File: config.mk
export PLATFORM = sky130hd
export DESIGN_NAME = instr_encoder_loader
export DESIGN_NICKNAME = d
export VERILOG_FILES = /design/src/rtl/instr_encoder_loader.sv
export SDC_FILE = /design/constraint.sdc
export NUM_CORES = 1
export LEC_CHECK = 0
export CAP_MARGIN = 20
export CELL_PAD_IN_SITES_DETAIL_PLACEMENT = 2
export CELL_PAD_IN_SITES_GLOBAL_PLACEMENT = 2
export CORE_ASPECT_RATIO = 1.25
export CORE_MARGIN = 8
export CORE_UTILIZATION = 39
export DETAILED_ROUTE_END_ITERATION = 8
export PLACE_DENSITY = 0.91
export SYNTH_ARGS = -nofsm -noshare
export SYNTH_HDL_FRONTEND = slang
export SYNTH_SLANG_ARGS = --single-unit
export TNS_END_PERCENT = 10
File: constraint.sdc
create_clock -name clk_i -period 4.2 [get_ports clk_i]
set_input_delay 0.63 -clock clk_i [delete_from_list [all_inputs] [get_ports clk_i]]
set_output_delay 0.63 -clock clk_i [all_outputs]
set_load 0.005 [all_outputs]
File: src/rtl/instr_encoder_loader.sv
// instr_encoder_loader
//   Packs decoded RV32I instruction fields into 32-bit words, buffers them in a FIFO and
//   streams them into instruction memory at incrementing word addresses, starting at
//   BaseAddr. Acts as the program loader / self-test generator ahead of fetch.
//
// Ports
//   clk_i, rst_ni        clock (rising edge), asynchronous active-low reset
//   flush_i              sync clear: FIFO empty, address to BaseAddr, count and err cleared
//   in_valid_i/in_ready_o descriptor handshake
//   fmt_i                0=R 1=I 2=S 3=B 4=U 5=J, 6/7 illegal (accepted and dropped)
//   op_i, funct3_i, funct7b5_i, rd_i, rs1_i, rs2_i, imm_i   descriptor fields
//   imem_we_o, imem_addr_o, imem_wdata_o, imem_ready_i      memory write port
//   count_o              words written since reset/flush, saturating
//   err_o                sticky: a descriptor was dropped
//
// Configuration
//   ENC_ALIGN_CHECK_EN   when defined, drops B/J descriptors with an odd immediate and
//                        S/I descriptors whose immediate is outside the signed 12-bit range.

module instr_encoder_loader #(
  parameter int unsigned      Depth    = 4,
  parameter int unsigned      AddrW    = 32,
  parameter logic [AddrW-1:0] BaseAddr = '0
) (
  input  logic             clk_i,
  input  logic             rst_ni,
  input  logic             flush_i,
  input  logic             in_valid_i,
  output logic             in_ready_o,
  input  logic [2:0]       fmt_i,
  input  logic [6:0]       op_i,
  input  logic [2:0]       funct3_i,
  input  logic             funct7b5_i,
  input  logic [4:0]       rd_i,
  input  logic [4:0]       rs1_i,
  input  logic [4:0]       rs2_i,
  input  logic [31:0]      imm_i,
  output logic             imem_we_o,
  output logic [AddrW-1:0] imem_addr_o,
  output logic [31:0]      imem_wdata_o,
  input  logic             imem_ready_i,
  output logic [15:0]      count_o,
  output logic             err_o
);

  localparam int unsigned PtrW = $clog2(Depth);

  typedef enum logic [0:0] {StIdle, StWrite} state_e;

  state_e            state_q, state_d;
  logic [31:0]       mem_q [Depth];
  logic [PtrW:0]     wptr_q, wptr_d;
  logic [PtrW:0]     rptr_q, rptr_d;
  logic [PtrW:0]     occ, occ_next;
  logic [AddrW-1:0]  addr_q, addr_d;
  logic [15:0]       count_q, count_d;
  logic              err_q, err_d;

  logic              full, empty;
  logic              accept, push, pop;
  logic [31:0]       enc_word;
  logic              enc_legal;

  // Extra pointer MSB distinguishes full from empty.
  assign empty = (wptr_q == rptr_q);
  assign full  = (wptr_q[PtrW] != rptr_q[PtrW]) &&
                 (wptr_q[PtrW-1:0] == rptr_q[PtrW-1:0]);
  assign occ   = wptr_q - rptr_q;

  // Gated by reset so the port reads 0 while reset is held.
  assign in_ready_o = rst_ni & ~full & ~flush_i;
  assign accept     = in_valid_i & in_ready_o;
  assign push       = accept & enc_legal;
  assign pop        = (state_q == StWrite) & imem_ready_i & ~flush_i;

  // Field packer.
  always_comb begin
    enc_word  = '0;
    enc_legal = 1'b1;
    case (fmt_i)
      3'd0: enc_word = {1'b0, funct7b5_i, 5'b00000, rs2_i, rs1_i, funct3_i, rd_i, op_i};
      3'd1: begin
        if (op_i == 7'b0010011 && (funct3_i == 3'b001 || funct3_i == 3'b101)) begin
          // Shift-immediate: upper bits carry funct7, only shamt comes from imm.
          enc_word = {1'b0, funct7b5_i, 5'b00000, imm_i[4:0], rs1_i, funct3_i, rd_i, op_i};
        end else begin
          enc_word = {imm_i[11:0], rs1_i, funct3_i, rd_i, op_i};
        end
      end
      3'd2: enc_word = {imm_i[11:5], rs2_i, rs1_i, funct3_i, imm_i[4:0], op_i};
      3'd3: enc_word = {imm_i[12], imm_i[10:5], rs2_i, rs1_i, funct3_i, imm_i[4:1],
                        imm_i[11], op_i};
      3'd4: enc_word = {imm_i[31:12], rd_i, op_i};
      3'd5: enc_word = {imm_i[20], imm_i[10:1], imm_i[11], imm_i[19:12], rd_i, op_i};
      default: enc_legal = 1'b0;
    endcase
`ifdef ENC_ALIGN_CHECK_EN
    // Signed 12-bit range means bits 31..11 are all equal.
    if ((fmt_i == 3'd1 || fmt_i == 3'd2) && !((&imm_i[31:11]) || !(|imm_i[31:11]))) begin
      enc_legal = 1'b0;
    end
    if ((fmt_i == 3'd3 || fmt_i == 3'd5) && imm_i[0]) begin
      enc_legal = 1'b0;
    end
`endif
  end

  // Writer FSM and bookkeeping next-state.
  always_comb begin
    state_d  = state_q;
    wptr_d   = wptr_q;
    rptr_d   = rptr_q;
    addr_d   = addr_q;
    count_d  = count_q;
    err_d    = err_q;
    occ_next = occ + (PtrW+1)'(push) - (PtrW+1)'(pop);

    if (push) begin
      wptr_d = wptr_q + 1'b1;
    end
    if (accept && !enc_legal) begin
      err_d = 1'b1;
    end

    case (state_q)
      StIdle: begin
        // Go straight to WRITE on the accepting edge to meet one-cycle latency.
        if (push || !empty) begin
          state_d = StWrite;
        end
      end
      StWrite: begin
        if (pop) begin
          rptr_d  = rptr_q + 1'b1;
          addr_d  = addr_q + AddrW'(4);
          if (count_q != 16'hFFFF) begin
            count_d = count_q + 16'd1;
          end
          if (occ_next == '0) begin
            state_d = StIdle;
          end
        end
      end
      default: state_d = StIdle;
    endcase

    if (flush_i) begin
      state_d = StIdle;
      wptr_d  = '0;
      rptr_d  = '0;
      addr_d  = BaseAddr;
      count_d = '0;
      err_d   = 1'b0;
    end
  end

  always_ff @(posedge clk_i or negedge rst_ni) begin
    if (!rst_ni) begin
      state_q <= StIdle;
      wptr_q  <= '0;
      rptr_q  <= '0;
      addr_q  <= BaseAddr;
      count_q <= '0;
      err_q   <= 1'b0;
    end else begin
      state_q <= state_d;
      wptr_q  <= wptr_d;
      rptr_q  <= rptr_d;
      addr_q  <= addr_d;
      count_q <= count_d;
      err_q   <= err_d;
    end
  end

  // Storage needs no reset: pointers define validity.
  always_ff @(posedge clk_i) begin
    if (push) begin
      mem_q[wptr_q[PtrW-1:0]] <= enc_word;
    end
  end

  assign imem_we_o    = (state_q == StWrite);
  assign imem_addr_o  = addr_q;
  assign imem_wdata_o = imem_we_o ? mem_q[rptr_q[PtrW-1:0]] : 32'd0;
  assign count_o      = count_q;
  assign err_o        = err_q;

endmodule
==> results.md, run 1 <==
* Outcome: finished, final reports clean
* Sequential area share after synthesis at 61.5%
* Slowest stage delay, CP at 960 ps
* Layout cells sized above 1 at 11.8%
* Post-synth EDFFs at 128
* Worst setup SP type: register
* Cell-by-cell trace of the critical path: buf_4 -> mux4_2 -> and2_1 -> clkdlybuf4s50_1
* Die area at 26600 um2
* Max-slew headroom at 34.7%
* Number of hold-repair buffers added at the cts stage at 0
* Mapped Area at 8440 um2
* Post-synth top flop: edfxtp_1
* Post-CTS Resized at 0
* Ys async rst share at 29.7%
* Routability cong. at 0.813
* Clock power share at 39.8%
* Synth Warn # at 0
* Slowest CP cell: dfrtp_1
* IO buf count at 146
* N_diodes at 0
* I/O pin count at 149
* Pwr dens at 378 nW/um2
* Combinational share of power at 11.9%
* Vias in the first global route at 6991
* Clk buf depth at 2
* NetSw at 1.08 mW
* Final setup vio count at 0
* Distinct cells, synth at 49
* Clock Sinks at 182
* RSZ-0062 raised after global routing: false
* Syn avg cell area at 13.6 um2
* Max-slew violation count at 0
* Min Hold Slack at 418 ps
* GRT Total Usage at 19.6%
* Fmax at 288 MHz
* Fillers at 1999
* Sequential share of power at 48.4%
* CP Data Arrival Time at 2850 ps
* Number of nets in the layout at 843
* Hold Crit Class: in -> async
* Initial antenna violation count at 0
* Most frequent cells in the layout: clkdlybuf4s50_1 (144), edfxtp_1 (128), dfrtp_1 (53), and2_1 (42), a21oi_1 (36)
* Flop2flop setup slack at 1040 ps
* H-tree depth at 4
* Worst Path Max Fanout at 19
* Vias/cell at 5.77
* # Max-Cap Violations at 0
* Die height at 181 um
* Sw Share at 26.3%
* Rows at 60
* TritonCTS Buffers at 17
* Multi-input logic area at 3060 um2
* CTS root buf: clkbuf_16
* Synthesized instance count at 623
* Area delta synth->final at 28.6%
* Final ANT Viol Nets at 0
* Tmin final at 3480 ps
* Peak VDD IR at 270 uV
* Drt initial violations at 334
* DR vias at 6106
* Die X at 148 um
* WL final at 26100 um
* CP delay by family, top: flip-flops
* Reg clk slew, reported paths at 80 ps
* WP buf/inv at 2
* Critical path required time at 3570 ps
* Post-CTS Setup Repair Bufs at 0
* Register area at 5200 um2
* Lkg Pwr at 3.72 nW
* Drt first pass iters at 4
* Leading cell type in the layout, fill and taps excluded: clkdlybuf4s50_1
* Global route overflow at 0
* Floorplan core area at 21400 um2
* Crit share post-route at 82.8%
* Worst-margin pin slew at 977 ps
* Crit end category: primary output
* FF+latch count, synth at 182
* Skew-Pair Late Insertion Delay at 430 ps
* Mean routed wirelength per cell at 24.6 um
* First-pass GRT wire length at 40400 um
* DRC violations left at 0
* CTS tree: done
* Detail Placement HPWL at 18600 um
* TNS Setup at 0 ps
* Final Hold Viols at 0
* Initial Utilization at 39.5%
* Worst Setup Path Type: reg -> out
* Clock Skew at 13.2 ps
* Pin count of the biggest net entering global routing at 55
* Power Internal at 3.02 mW
flip-flops by register name, indices dropped and copies added, names as in the netlist:
signal       count
rptr_q           3
count_o         16
wptr_q           3
imem_we_o        1
mem_q          128
imem_addr_o     30
err_o            1
worst register-to-register path, stage by stage (launching register included):
cell	delay, ps
dfrtp_1	960
xnor2_1	230
a311o_1	410
inv_1	190
and2_1	250
ha_1	220
ha_1	200
xor2_1	160
xnor2_1	130
a21oi_1	200
o41a_1	180
metrics by stage:
stage	cells	cell area, um2	total power [mW]	utilization [%]	setup WS [ps]
finish	1058	10900	4.10	50.8	723
global route	1058	10900	4.24	50.8	536
CTS	1057	10800	4.16	50.6	690
detailed placement	1025	10200	2.52	47.7	741
global placement	1025	10200	2.48	47.7	970
floorplan	624	8450	2.24	-	1200
synth_stat cells (7+ instances only):
cell	count	area, um2
o31ai_1	18	135
nand2_1	34	128
dfrtp_1	54	1350
nor2_1	20	75.1
xor2_1	9	78.8
or4_1	21	158
and2_1	42	263
clkbuf_1	23	86.3
inv_1	14	52.6
nor4_1	8	50.1
nand4_1	16	100
mux4_2	32	721
ha_1	9	113
or3_1	15	93.8
xnor2_1	8	70.1
a21oi_1	36	180
nand3_1	16	80.1
a22o_1	14	123
a22oi_1	8	60.1
buf_2	7	35.0
edfxtp_1	128	3840
o21ai_0	27	135
nor2b_1	12	75.1
final timing paths:
| kind | from | end | cells past startpoint |
|---|---|---|---|
| min in group clk_i | err_o | err_o | 1 |
| worst max-delay path | rptr_q[1] | imem_wdata_o[27] | 4 |
| worst min register to register | err_o | err_o | 1 |
| worst min-delay path | rst_ni | imem_addr_o[29] | 2 |
| max in group asynchronous | rst_ni | rptr_q[0] | 2 |
| worst max register to register | rptr_q[1] | imem_we_o | 10 |
cell families (layout without fill, tap and decap cells):
group           after synthesis  count (layout)  synth area share (%)
other cells                   1               2                0.0444
mux                          39              39                  9.45
buf+inv                      51             206                  2.50
xor+xnor                     17              17                  1.76
compound gates              119             119                  9.20
flops                       182             182                  61.5
simple gates                203             203                  13.7
fa+ha+maj                    11              11                  1.81
power by group through the flow:
stage,combinational [mW],clock (mW),sequential [mW]
6_report,0.486,1.63,1.98
5_1_grt,0.525,1.73,1.99
4_1_cts,0.496,1.68,1.99
3_5_place_dp,0.492,0,2.03
3_3_place_gp,0.461,0,2.02
2_1_floorplan,0.238,0,2.00
layer usage:
| layer | vias to the layer above | global-route usage (%) | share of wire, % |
|---|---|---|---|
| li1 | 2697 | - | - |
| met1 | 3194 | 22.9 | 40 |
| met2 | 188 | 35.5 | 53 |
| met3 | 27 | 4.10 | 5.2 |
| met4 | 0 | 5.36 | 1.3 |
| met5 | - | 0 | 0 |
final cells by class:
| cell class | instances | area share, % |
|---|---|---|
| clock inverters | 15 | 1.77 |
| repair buffers | 160 | 14.6 |
| multi-input cells | 391 | 28.1 |
| clock buffers | 17 | 3.92 |
| well taps | 279 | 3.21 |
| inverters | 14 | 0.484 |
| flip-flops and latches | 182 | 47.8 |
Power figures use the tool's default switching activity.
==> run 2, diff against run 1 <==
- CORE_UTILIZATION: 39 -> 33
- PLACE_DENSITY: 0.91 -> 0.83
- clock period: 4.2 -> 3 ns (I/O delays scaled with it)
==> results.md, run 2 (synthesis results as in run 1) <==
* Peak VDD IR at 399 uV
* Max-slew headroom at 50.9%
* DR vias at 6002
* Min Hold Slack at 191 ps
* H-tree depth at 4
* Area delta synth->final at 30.1%
* Placement Setup Slack at -89.2 ps
* Fillers at 2546
* TNS Setup at 0 ps
* Final cell count without fillers at 1125
* DRC violations left at 0
* Inst Count DP at 1092
* I/O pin count at 149
* Overall power at 5.74 mW
* Reg clk slew, reported paths at 70 ps
* Slowest CP cell: mux4_2
* Slowest stage delay, CP at 530 ps
* Crit end category: primary output
* Reg2Reg Depth at 10
* Clk buf depth at 2
* Lkg Pwr at 3.75 nW
* GRT Total Usage at 17.4%
* First-pass GRT wire length at 41900 um
* Detail Placement HPWL at 18700 um
* Worst-margin pin slew at 737 ps
* Die X at 159 um
* Flop2flop setup slack at 330 ps
* Pwr dens at 523 nW/um2
* Fmax at 355 MHz
* Most frequent cells in the layout: clkdlybuf4s50_1 (144), edfxtp_1 (128), dfrtp_1 (53), and2_1 (42), a21oi_1 (36)
* # Max-Cap Violations at 0
* Final setup vio count at 0
* Floorplan core area at 25200 um2
* WL final at 26400 um
* Clock Skew at 10.5 ps
* Vias/cell at 5.34
* R2r endpoint: imem_we_o
* Finished Cell Area at 11000 um2
* Initial Utilization at 33.5%
* Die height at 195 um
* CTS root buf: clkbuf_16
* Drt first pass iters at 4
* Area after DPL at 10400 um2
* Layout cells sized above 1 at 12.7%
* Final core utilization at 43.6%
* Tmin final at 2810 ps
* Skew-Pair Late Insertion Delay at 440 ps
* Final setup margin at 186 ps
* Hold Crit Class: in -> async
* Critical path required time at 2550 ps
* Worst r2r src: wptr_q[2]
* Outcome: finished, final reports clean
* Final Hold Viols at 0
* Worst Setup Path Type: reg -> out
* Routability cong. at 0.752
* Worst Setup SP: rptr_q[0]
* Pin count of the biggest net entering global routing at 57
* N_diodes at 0
* Mean routed wirelength per cell at 23.4 um
* Max-slew violation count at 0
* Vias in the first global route at 6954
* Number of nets in the layout at 854
* Cell-by-cell trace of the critical path: buf_12 -> mux4_2 -> and2_1 -> clkdlybuf4s50_1
* IO buf count at 146
* Worst setup SP type: register
* Crit share post-route at 93.8%
* Drt initial violations at 304
* Crit path to: imem_wdata_o[20]
* Rows at 65
* CTS tree: done
* Final ANT Viol Nets at 0
* CP Data Arrival Time at 2360 ps
* RSZ-0062 raised after global routing: false
* Global route overflow at 0
* Leading cell type in the layout, fill and taps excluded: clkdlybuf4s50_1
* Max FFs per register at 128
* Number of hold-repair buffers added at the cts stage at 0
* Worst Path Max Fanout at 17
* Clock Sinks at 182
* TritonCTS Buffers at 17
* Die area at 31000 um2
* Initial antenna violation count at 0
-- run 2: changes by cell type in the layout (fill, tap and decap cells not counted), sizes merged --
cell and delta:
buf +10, inv -4, clkbuf +3, clkinvlp +3
clkinv -3, bufinv +2
-- run 2: how the worst min path moves through the flow --
stage                      end  slack, ps
global route        count_o[3]        220
floorplan           count_o[0]        150
detailed placement       err_o        540
global placement         err_o        520
CTS                 count_o[3]        210
finish              count_o[3]        190
-- run 2: final cells by class --
class | instances | area [um2] | area share, %
sequential | 182 | 5200 | 47.3
multi-input combinational | 391 | 3060 | 27.8
timing repair buffer | 171 | 1680 | 15.3
clock buffer | 19 | 433 | 3.94
tap | 335 | 419 | 3.82
clock inverter | 13 | 148 | 1.34
inverter | 14 | 52.6 | 0.478
-- run 2: what timing repair did --
item / CTS / global route
buffers inserted: 0 / 0
setup endpoints to repair: 0 / 1
gates resized for setup: 0 / 0
-- run 2: power breakdown --
part	switching, mW	internal [mW]
Sequential	0.0288	2.74
Combinational	0.348	0.369
Clock	1.02	1.24
Total	1.39	4.35
-- run 2: worst max-delay path: cells and delay by family (launching register included) --
family	cells	cell delay, ps
DFF	1	490
buffers and inverters	2	720
muxes	1	530
and+or+nand+nor	1	180
-- run 2: per-layer routing --
layer	vias to the layer above	track usage, %	part of all wire [%]
met2	145	32.7	55
met4	0	4.45	0.99
met5	-	0	0
li1	2722	-	-
met3	18	4.40	4.8
met1	3117	19.0	39
